$ cat src/rtl/gcd_seq.sv
// Multi-cycle binary (Stein) GCD with valid/ready handshakes on both sides; one reduction step per clock.
// Optional CALC cycle counter on port 'cycles' when GCD_CYCLE_CNT_EN is defined.
module gcd_seq #(
  parameter int W = 8
) (
  input  logic         clk,
  input  logic         rst,
  input  logic         in_valid,
  output logic         in_ready,
  input  logic [W-1:0] a,
  input  logic [W-1:0] b,
  output logic         out_valid,
  input  logic         out_ready,
  output logic [W-1:0] gcd
`ifdef GCD_CYCLE_CNT_EN
  ,
  output logic [15:0]  cycles
`endif
);

  localparam int KW = $clog2(W) + 1;

  typedef enum logic [1:0] {
    IDLE = 2'd0,
    CALC = 2'd1,
    DONE = 2'd2
  } state_t;

  state_t        state;
  state_t        state_nxt;
  logic [W-1:0]  x;
  logic [W-1:0]  y;
  logic [KW-1:0] k;

  always_ff @(posedge clk) begin
    if (rst) state <= IDLE;
    else     state <= state_nxt;
  end

  always_comb begin
    state_nxt = state;
    case (state)
      IDLE:    if (in_valid)              state_nxt = CALC;
      CALC:    if (x == '0 || y == '0)    state_nxt = DONE;
      DONE:    if (out_ready)             state_nxt = IDLE;
      default:                            state_nxt = IDLE;
    endcase
  end

  always_comb begin
    in_ready  = (state == IDLE);
    out_valid = (state == DONE);
  end

  // k counts common factors of two; the final shift restores them
  always_ff @(posedge clk) begin
    if (rst) begin
      x   <= '0;
      y   <= '0;
      k   <= '0;
      gcd <= '0;
    end else begin
      case (state)
        IDLE: begin
          if (in_valid) begin
            x <= a;
            y <= b;
            k <= '0;
          end
        end
        CALC: begin
          if (x == '0) begin
            gcd <= y << k;
          end else if (y == '0) begin
            gcd <= x << k;
          end else if (!x[0] && !y[0]) begin
            x <= x >> 1;
            y <= y >> 1;
            k <= k + KW'(1);
          end else if (!x[0]) begin
            x <= x >> 1;
          end else if (!y[0]) begin
            y <= y >> 1;
          end else if (x >= y) begin
            x <= x - y;
          end else begin
            y <= y - x;
          end
        end
        default: ;
      endcase
    end
  end

`ifdef GCD_CYCLE_CNT_EN
  always_ff @(posedge clk) begin
    if (rst) begin
      cycles <= '0;
    end else if (state == IDLE && in_valid) begin
      cycles <= '0;
    end else if (state == CALC && cycles != 16'hFFFF) begin
      cycles <= cycles + 16'd1;
    end
  end
`endif

endmodule

$ cat config.mk
export PLATFORM = sky130hd
export DESIGN_NAME = gcd_seq
export DESIGN_NICKNAME = d
export VERILOG_FILES = /design/src/rtl/gcd_seq.sv
export SDC_FILE = /design/constraint.sdc
export NUM_CORES = 1
export LEC_CHECK = 0
export ABC_AREA = 1
export BUFFER_PORTS_ARGS = -buffer_cell sky130_fd_sc_hd__buf_2
export CAP_MARGIN = 20
export CORE_MARGIN = 8
export CORE_UTILIZATION = 40
export CTS_BUF_LIST = sky130_fd_sc_hd__clkbuf_2 sky130_fd_sc_hd__clkbuf_4 sky130_fd_sc_hd__clkbuf_8
export CTS_CLUSTER_DIAMETER = 120
export DETAILED_ROUTE_END_ITERATION = 8
export GPL_ROUTABILITY_DRIVEN = 0
export PLACE_DENSITY = 0.62
export SLEW_MARGIN = 20
export SYNTH_ARGS = -nofsm -noshare
export SYNTH_HDL_FRONTEND = slang
export SYNTH_SLANG_ARGS = --single-unit
$ cat constraint.sdc
create_clock -name clk -period 2.7 [get_ports clk]
set_input_delay 0.54 -clock clk [delete_from_list [all_inputs] [get_ports clk]]
set_output_delay 0.54 -clock clk [all_outputs]
set_load 0.05 [all_outputs]
* Word-level counts from Yosys, hierarchy flattened
Index checks and enable logic that the tools add are counted.
Word-level totals: register bits after elaboration 30, input port bits 20
Operators by class: $add $sub $neg 3, $lt $le $gt $ge 1, equal/unequal tests 12, shifts and indexed selects 2, mux-type cells 27, reduce and logical (&&, ||, !) cells 16
Operator list (number):
- 8-bit 2-to-1 mux | 16
- 8-bit case mux with 2 select lines | 2
- 8-bit zero test | 2
- 4-bit 2-to-1 mux | 4
- 8-bit by 4-bit << shifter with 8-bit output | 2
- 8-bit subtractor | 2
- 4-bit inequality test, second input constant | 3
- 6-bit AND reduction | 2
- 2-bit inequality test, second input constant | 5
- 5-bit AND reduction | 2
- 8-bit greater-or-equal comparator | 1
- 4-bit case mux with 2 select lines | 1
- 2-bit 2-to-1 mux | 3
- 2-bit case mux with 3 select lines | 1
- 4-bit by 1-bit adder with 4-bit output, second input constant | 1
- 4-bit AND reduction | 1
- 2-bit nonzero test | 2
- 3-bit inequality test, second input constant | 1
- 3-bit AND reduction | 1
- 2-bit by 1-bit == test with 1-bit output, second input constant | 1
- 2-bit == test, second input constant | 1
- 1-bit zero test | 2
- 2-bit zero test | 1
- 2-bit by 1-bit inequality test with 1-bit output, second input constant | 1
- other kinds (3) | 3

* Longest topological paths before layout
Gate-level depths: netlist of the first run.
depth in word-level cells 8, depth in mapped cells 15

* Worst setup path before layout of the first run
Ideal clock, no wire load.
path type reg-to-reg, from register state[0], to register x[3], setup time 117 ps, arrival 1953 ps, data required time 2583 ps, slack 630 ps, stages on the path, launching flop included 9, path buffers 0, period minus slack after synthesis 2070 ps, path through dfxtp_1 > nor2_1 > nand2_1 > nand2_8 > nand3_2 > nand2_4 > clkinv_4 > a21oi_1 > nor2_1
On the way: longest elaborated chain between the ends 3, elaborated cells between the ends (all ways) 10, classes of those cells 6 x eq/ne; 1 x mux; 3 x reduce/logical
RTL lines:
- start: declaration | line 29 | state_t state;
- start signal: assignment | line 37 | else state <= state_nxt;
- 2-bit zero test (*)
- via in_ready | line 9 | output logic in_ready,
- 2-bit inequality test (no source line) / 2-bit nonzero test (equally long branches)
- 6-bit AND reduction (no source line)
- end signal: assignment | line 77 | x <= x >> 1;
- end signal: assignment | line 81 | x <= x >> 1;
- end signal: assignment | line 85 | x <= x - y;
- end: declaration | line 31 | logic [W-1:0] x;
Mark *: on every way through the listed nets, which the timed path passes. The rest lies on a longest branch. A chain may end at the register's enable or synchronous reset.

* Final worst setup path of the first run
from register x[0], to register y[1]
On the way: longest elaborated chain between the ends 8, elaborated cells between the ends (all ways) 16, classes of those cells 1 x add/sub; 1 x order compare; 3 x eq/ne; 7 x mux; 4 x reduce/logical
RTL lines:
- 8-bit subtractor | line 87 | y <= y - x;
- 8-bit 2-to-1 mux | line 84 | end else if (x >= y) begin
- 8-bit 2-to-1 mux | line 82 | end else if (!y[0]) begin
- 8-bit 2-to-1 mux | line 80 | end else if (!x[0]) begin
- 8-bit 2-to-1 mux | line 76 | end else if (!x[0] && !y[0]) begin
- 8-bit 2-to-1 mux | line 74 | end else if (y == '0) begin
- 8-bit 2-to-1 mux | line 72 | if (x == '0) begin
- 8-bit case mux with 2 select lines | line 63 | case (state)
- end signal: assignment | line 78 | y <= y >> 1;
- end signal: assignment | line 83 | y <= y >> 1;
- end signal: assignment | line 87
- end: declaration | line 32 | logic [W-1:0] y;
Parallel ways exist; a longest one is shown, timed or not. The select of a mux whose other input is x is not followed.

==> summary.txt, run 1 <==
Floorplan
  – Number of top-level pins: 30
  – Row cnt: 30
  – Die height: between 90 and 100 um
  – Effective utilization at floorplan: between 40% and 50%
  – Core box area: approximately 6600 um2
  – Width of the chip: between 90 and 100 um
  – Die outline area: between 9000 and 10000 um2

STA
  – Final count of hold timing violations: 0
  – Transition time of the tightest slew-check pin: roughly 0.54 ns
  – Fin. max-slew vios: 0
  – RSZ-0062 raised after global routing: no
  – Clock skew: between 0.004 and 0.005 ns
  – Tightest slew margin relative to the limit: a little under two thirds
  – Worst hold slack across all endpoints: approximately 0.46 ns
  – Final Critical Period: between 2 and 2.5 ns
  – Final setup violation count: 0
  – F_max: approximately 420 MHz
  – Min setup slack post-route: roughly 0.33 ns
  – Final period utilization: between 80 and 90%
  – Total negative slack: 0 ns

Synth
  – Fraction of post-synthesis cell area in the top cell type by area: 22.3%
  – Post-synthesis share of cell area spent on and, or, nand and nor gates: around two fifths
  – Largest area contributor in the netlist: sky130_fd_sc_hd__dfxtp_1
  – Total of flip-flops plus latches after synthesis: 30
  – Proportion of register bits with asynchronous set or reset after synthesis: 0%
  – Distinct cell type count after synthesis: 38
  – Synthesized-area fraction occupied by ao, oa, aoi and oai cells: 15.7%
  – Most used flip-flop cell after synthesis: sky130_fd_sc_hd__dfxtp_1
  – Sequential-to-total area share from yosys stat: between 20% and 30%
  – Synthesized Nets: 464
  – Count of flip-flops with a built-in enable after synthesis: 0
  – Synth Area in XOR/XNOR: between 2 and 3%
  – Ranking of synthesized cells by instance count: sky130_fd_sc_hd__nand2_1 (107), sky130_fd_sc_hd__inv_1 (50), sky130_fd_sc_hd__nand3_1 (45)
  – Post-synthesis mux area share: 0%
  – Yosys warns: 0
  – Library cell with the highest instance count after synthesis: sky130_fd_sc_hd__nand2_1
  – Main combinational cell family by area after synthesis: simple AND/OR/NAND/NOR gates
  – Top cells by area in the synthesized netlist: sky130_fd_sc_hd__dfxtp_1 (22%), sky130_fd_sc_hd__nand2_1 (15%), sky130_fd_sc_hd__ha_1 (8.8%)
  – Combined area of all synthesized cells: approximately 2700 um2
  – Synth Area per Inst: 6.35 um2
  – Number of standard cells after synthesis: roughly 420
  – Post-Synth Adder-Cell Area: 10.3%

Route
  – Number of nets with antenna violations after detailed routing: 0
  – Routed WL: about 8000 um
  – Count of unresolved DRC violations after routing: 0
  – Wire per inst: ~15 um
  – First-pass detailed-route iteration total: 5
  – Vias/cell: 5.30
  – Routed via count: between 2000 and 3000
  – Initial drt markers: about 190

Global route
  – Global-route wire length before repair: between 10000 and 15000 um
  – Antenna violations before repair: 0
  – Maximum number of pins on one net before global-route repair: 21
  – Remaining global-route overflow: 0
  – Total global-route track usage: 17.4%
  – Via count of the first global-routing pass: around 2800

Power
  – Pleak: 0.00146 uW
  – Power per unit of standard cell area: roughly 1400 nW/um2
  – Maximum VDD drop: roughly 0.4 mV

CTS
  – Buffer depth of the longest clock path: 2
  – Total clock sinks: 30
  – Hold buffers post-CTS: 0
  – Clock tree from TritonCTS: built
  – Number of buffers added by the clock tree synthesis step: 5
  – Setup repair bufs after CTS: 0
  – Cell at the root of the clock tree: sky130_fd_sc_hd__clkbuf_8
  – Post-CTS sizing: 0
  – Worst-skew pair later-pin latency: ~0.28 ns
  – Clock transition time at the flip-flop clock pins of the worst setup and hold paths: about 0.060 ns
  – H-Tree Level Count: 2

Critical path
  – Startpoint Class: register
  – Class of the most critical setup path: register to register
  – Max Fanout on Critical Path: 7
  – Endpoint required time on the critical path: 2.91 ns
  – Worst EP arrival: 2.58 ns
  – Category of the worst setup path capture point: register

Placed design
  – Worst setup timing slack at the placement stage: 0.350 ns
  – Port buffer count: 29
  – Post-DP HPWL: between 6000 and 7000 um

Status
  – Outcome: complete, no violations

Finish
  – Number of antenna repair diodes: 0
  – Area occupied by registers: between 600 and 700 um2
  – Share of post-route cells with drive strength above 1: 15.7%
  – Area of the multi-input gates: ~1800 um2
  – Layout-stage area growth over the synthesis result: 11.5%
  – Nets: just under 500
  – Total of fill cells in the finished design: 720

Job
  – # Max-Cap Violations: 0

Min path
  – Min-Delay Path Class: register to register
[worst max-delay path, cell delays in order, from the launching register on]
cell	delay, ns
sky130_fd_sc_hd__dfxtp_1	0.38
sky130_fd_sc_hd__inv_1	0.19
sky130_fd_sc_hd__ha_1	0.22
sky130_fd_sc_hd__inv_1	0.07
sky130_fd_sc_hd__fa_1	0.40
sky130_fd_sc_hd__nand2_1	0.07
sky130_fd_sc_hd__nand2_1	0.08
sky130_fd_sc_hd__nand3_1	0.11
sky130_fd_sc_hd__nand3_2	0.13
sky130_fd_sc_hd__nand3_1	0.14
sky130_fd_sc_hd__inv_1	0.08
sky130_fd_sc_hd__nor2_4	0.19
sky130_fd_sc_hd__o21ai_1	0.10
sky130_fd_sc_hd__a21oi_1	0.15
[worst paths after layout]
kind                            startpoint  endpoint  slack (ns)  cells past startpoint
worst min register to register      gcd[1]    gcd[1]        0.46                      2
worst min-delay path                gcd[1]    gcd[1]        0.46                      2
worst max register to register        x[0]      y[1]        0.33                     13
worst max-delay path                  x[0]      y[1]        0.33                     13
[per-stage QoR]
step	total power (uW)	instance area, um2	utilization (%)	instances
after floorplan	3130	2690	-	423
after global placement	3870	2900	43.7	524
after detailed placement	3870	2900	43.7	524
after CTS	4280	3000	45.1	532
after global routing	4740	3000	45.1	532
final	4310	3000	45.1	532
[kinds of logic after synthesis]
group	count (synthesis)
AOI/OAI and AO/OA	79
xor gates and xnor gates	8
adders and majority gates	21
buffers and inverters	65
DFF	30
and+or+nand+nor	220
[area by class of cell]
class	instances	area share [%]
clock buffers	7	3.01
clock inverters	1	0.167
inverters	55	7.06
multi-input cells	328	61.0
flip-flops and latches	30	20.1
well taps	80	3.34
repair buffers	31	5.35
[report_power, final]
group	switching [uW]	internal, uW	total, uW
clock	178	216	394
sequential	217	592	809
combinational	2090	1010	3100
[layer usage]
layer | part of all wire [%] | track usage [%] | up-vias
li1 | - | - | 1426
met1 | 48 | 23.4 | 1294
met2 | 43 | 27.6 | 90
met3 | 6.9 | 3.27 | 10
met4 | 1.7 | 4.92 | 0
met5 | 0 | 0 | -
[sequential cells by signal, summed over array words and instances, names as in the netlist]
register and count:
gcd 8, k 4, state 2, x 8
y 8
[cell usage in the layout (no fill, tap or decap), types with 2 or more instances in the layout]
cell | synthesis | layout
sky130_fd_sc_hd__a211oi_1 | 2 | 2
sky130_fd_sc_hd__a21oi_1 | 41 | 41
sky130_fd_sc_hd__a21oi_2 | 2 | 2
sky130_fd_sc_hd__buf_2 | 5 | 29
sky130_fd_sc_hd__buf_4 | 1 | 2
sky130_fd_sc_hd__clkbuf_8 | 0 | 6
sky130_fd_sc_hd__dfxtp_1 | 30 | 30
sky130_fd_sc_hd__fa_1 | 2 | 2
sky130_fd_sc_hd__ha_1 | 19 | 19
sky130_fd_sc_hd__inv_1 | 50 | 50
sky130_fd_sc_hd__inv_2 | 4 | 4
sky130_fd_sc_hd__nand2_1 | 107 | 107
sky130_fd_sc_hd__nand2_2 | 4 | 4
sky130_fd_sc_hd__nand2_4 | 3 | 3
sky130_fd_sc_hd__nand2_8 | 2 | 2
sky130_fd_sc_hd__nand3_1 | 45 | 45
sky130_fd_sc_hd__nand3_2 | 4 | 4
sky130_fd_sc_hd__nand4_1 | 2 | 2
sky130_fd_sc_hd__nor2_1 | 34 | 34
sky130_fd_sc_hd__nor2_2 | 4 | 4
sky130_fd_sc_hd__nor2_4 | 3 | 3
sky130_fd_sc_hd__nor3_1 | 4 | 4
sky130_fd_sc_hd__o21a_1 | 2 | 2
sky130_fd_sc_hd__o21ai_0 | 18 | 18
sky130_fd_sc_hd__o21ai_1 | 9 | 9
sky130_fd_sc_hd__o21bai_1 | 2 | 2
sky130_fd_sc_hd__or2_2 | 3 | 3
sky130_fd_sc_hd__xnor2_1 | 2 | 2
sky130_fd_sc_hd__xor2_1 | 6 | 6
Power figures use the tool's default switching activity.
==> inputs of run 2 (changes only) <==
- clock period: 2.7 -> 2.9 ns (I/O delays scaled with it)
==> run 2 against run 1 <==
Against the previous run: sequential cell count unchanged; critical endpoint is now y[4]; highest routed layer unchanged; via count down 1.2%; sequential power down 6.3%; largest cell class unchanged; utilization down 0.11 points; critical path depth up 1; worst setup slack better by 0.21 ns; first-iteration DRC count up 23%.
==> summary.txt, run 2 (same netlist as run 1, synthesis figures left out) <==
Status
  – Outcome: complete, no violations (unchanged)

STA
  – Min setup slack post-route: 0.544 ns (was 0.330 ns)
  – RSZ-0062 raised after global routing: no (unchanged)
  – Worst hold slack across all endpoints: 0.465 ns (was 0.463 ns)
  – Total negative slack: 0 ns (unchanged)
  – Fin. max-slew vios: 0 (unchanged)
  – F_max: 424 MHz (was 422 MHz)
  – Final count of hold timing violations: 0 (unchanged)
  – Final setup violation count: 0 (unchanged)
  – Clock skew: 0.00184 ns (was 0.00432 ns)
  – Final Critical Period: 2.36 ns (was 2.37 ns)
  – Tightest slew margin relative to the limit: 64.9% (was 63.8%)
  – Transition time of the tightest slew-check pin: 0.526 ns (was 0.542 ns)
  – Final period utilization: 81.2% (was 87.8%)

Placed design
  – Worst setup timing slack at the placement stage: 0.569 ns (was 0.350 ns)
  – Port buffer count: 29 (unchanged)
  – Area after DPL: 2890 um2 (was 2900 um2)
  – Post-DP HPWL: 6340 um (was 6490 um)

Floorplan
  – Number of top-level pins: 30 (unchanged)
  – Width of the chip: 98.0 um (unchanged)
  – Core box area: 6640 um2 (unchanged)
  – Die outline area: 9600 um2 (unchanged)
  – Effective utilization at floorplan: 40.5% (unchanged)
  – Die height: 98.0 um (unchanged)
  – Row cnt: 30 (unchanged)

Critical path
  – Max Fanout on Critical Path: 7 (unchanged)
  – Startpoint Class: register (unchanged)
  – Register-to-register setup slack: 0.54 ns (was 0.33 ns)
  – CP Launch Point: x[0] (unchanged)
  – Worst EP arrival: 2.54 ns (was 2.58 ns)
  – Reg-to-Reg Start: x[0] (unchanged)
  – Category of the worst setup path capture point: register (unchanged)
  – Capturing element of the worst setup path: y[4] (was y[1])
  – Endpoint required time on the critical path: 3.08 ns (was 2.91 ns)
  – Class of the most critical setup path: register to register (unchanged)
  – Worst-case reg-to-reg path depth: 14 (was 13)
  – Crit Reg-Reg Endpoint: y[4] (was y[1])

CTS
  – Cell at the root of the clock tree: sky130_fd_sc_hd__clkbuf_8 (unchanged)
  – Clock tree from TritonCTS: built (unchanged)
  – Setup repair bufs after CTS: 0 (unchanged)
  – Clock transition time at the flip-flop clock pins of the worst setup and hold paths: 0.07 ns (was 0.06 ns)
  – Worst-skew pair later-pin latency: 0.28 ns (about the same)
  – Hold buffers post-CTS: 0 (unchanged)
  – H-Tree Level Count: 2 (unchanged)
  – Total clock sinks: 30 (unchanged)
  – Number of buffers added by the clock tree synthesis step: 5 (unchanged)
  – Post-CTS sizing: 0 (unchanged)
  – Buffer depth of the longest clock path: 2 (unchanged)

Route
  – Number of nets with antenna violations after detailed routing: 0 (unchanged)
  – First-pass detailed-route iteration total: 5 (unchanged)
  – Initial drt markers: 234 (was 191)
  – Vias/cell: 5.25 (was 5.30)
  – Routed via count: 2786 (was 2820)
  – Count of unresolved DRC violations after routing: 0 (unchanged)
  – Wire per inst: 14.7 um (was 15.0 um)
  – Routed WL: 7780 um (was 8000 um)

Finish
  – Most frequent standard cell in the layout excluding fill and tap cells: sky130_fd_sc_hd__nand2_1 (unchanged)
  – Layout Cell Area excl Fill: 2990 um2 (was 3000 um2)
  – Number of antenna repair diodes: 0 (unchanged)
  – Share of post-route cells with drive strength above 1: 15.5% (was 15.7%)
  – Total of fill cells in the finished design: 719 (was 720)
  – Largest registers: gcd (8), x (8), y (8) (unchanged)
  – Commonest cells after routing, fill and taps aside: sky130_fd_sc_hd__nand2_1 (107), sky130_fd_sc_hd__inv_1 (50), sky130_fd_sc_hd__nand3_1 (45), sky130_fd_sc_hd__a21oi_1 (41), sky130_fd_sc_hd__nor2_1 (34) (unchanged)
  – Layout-stage area growth over the synthesis result: 11.2% (was 11.5%)
  – Nets: 491 (was 492)

Power
  – Total power: 3970 uW (was 4310 uW)
  – Power per unit of standard cell area: 1330 nW/um2 (was 1440 nW/um2)
  – Maximum VDD drop: 0.343 mV (was 0.393 mV)
  – Pleak: 0.00146 uW (about the same)

Global route
  – Total global-route track usage: 17.3% (was 17.4%)
  – Maximum number of pins on one net before global-route repair: 21 (unchanged)
  – Global-route wire length before repair: 13600 um (was 13700 um)
  – Antenna violations before repair: 0 (unchanged)
  – Remaining global-route overflow: 0 (unchanged)
  – Via count of the first global-routing pass: 2792 (was 2801)

Job
  – # Max-Cap Violations: 0 (unchanged)

Min path
  – Start point of the worst min-delay path: gcd[2] (was gcd[1])
  – Min-Delay Path Class: register to register (unchanged)
==> run 2: critical path, cell delays in order (launching register included) <==
cell and delay [ns]:
sky130_fd_sc_hd__dfxtp_1 0.39, sky130_fd_sc_hd__inv_1 0.20, sky130_fd_sc_hd__ha_1 0.21, sky130_fd_sc_hd__inv_1 0.07, sky130_fd_sc_hd__fa_1 0.40, sky130_fd_sc_hd__nand2_1 0.07, sky130_fd_sc_hd__nand2_1 0.08, sky130_fd_sc_hd__nand3_1 0.11
sky130_fd_sc_hd__nand3_2 0.12, sky130_fd_sc_hd__nand3_1 0.13, sky130_fd_sc_hd__nand3_2 0.15, sky130_fd_sc_hd__a21oi_1 0.16, sky130_fd_sc_hd__nand2_1 0.07, sky130_fd_sc_hd__nand2_1 0.06, sky130_fd_sc_hd__inv_1 0.03
==> run 2: worst min-delay path by stage <==
stage          cells after the start     end
2_1_floorplan                      2    y[7]
3_3_place_gp                       2  gcd[2]
3_5_place_dp                       2  gcd[2]
5_1_grt                            2  gcd[1]
4_1_cts                            2  gcd[2]
6_report                           2  gcd[2]
==> run 2: power by group <==
| part | switching, uW | internal (uW) | total, uW | leakage (uW) |
|---|---|---|---|---|
| clock network | 162 | 201 | 363 | 0.0000517 |
| registers | 207 | 551 | 758 | 0.000247 |
| logic | 1910 | 933 | 2850 | 0.00116 |
==> run 2: stage by stage <==
| step | std cells | util [%] |
|---|---|---|
| floorplan | 423 | - |
| global placement | 523 | 43.5 |
| detailed placement | 523 | 43.5 |
| CTS | 531 | 45.0 |
| global route | 531 | 45.0 |
| finish | 531 | 45.0 |
==> run 2: area by class of cell <==
| cell class | instances | area, um2 | share of cell area [%] |
|---|---|---|---|
| clock inverter | 1 | 5.00 | 0.168 |
| inverter | 55 | 211 | 7.08 |
| clock buffer | 7 | 90.1 | 3.02 |
| tap | 80 | 100 | 3.35 |
| timing repair buffer | 30 | 153 | 5.11 |
| multi-input combinational | 328 | 1830 | 61.2 |
| sequential | 30 | 601 | 20.1 |
==> run 2: per-layer routing <==
layer  track usage (%)  up-vias  share of wire (%)
met4              4.44        0                1.5
li1                  -     1424                  -
met5                 0        -                  0
met3              3.77       10                7.7
met1              23.5     1254                 47
met2              26.8       98                 44
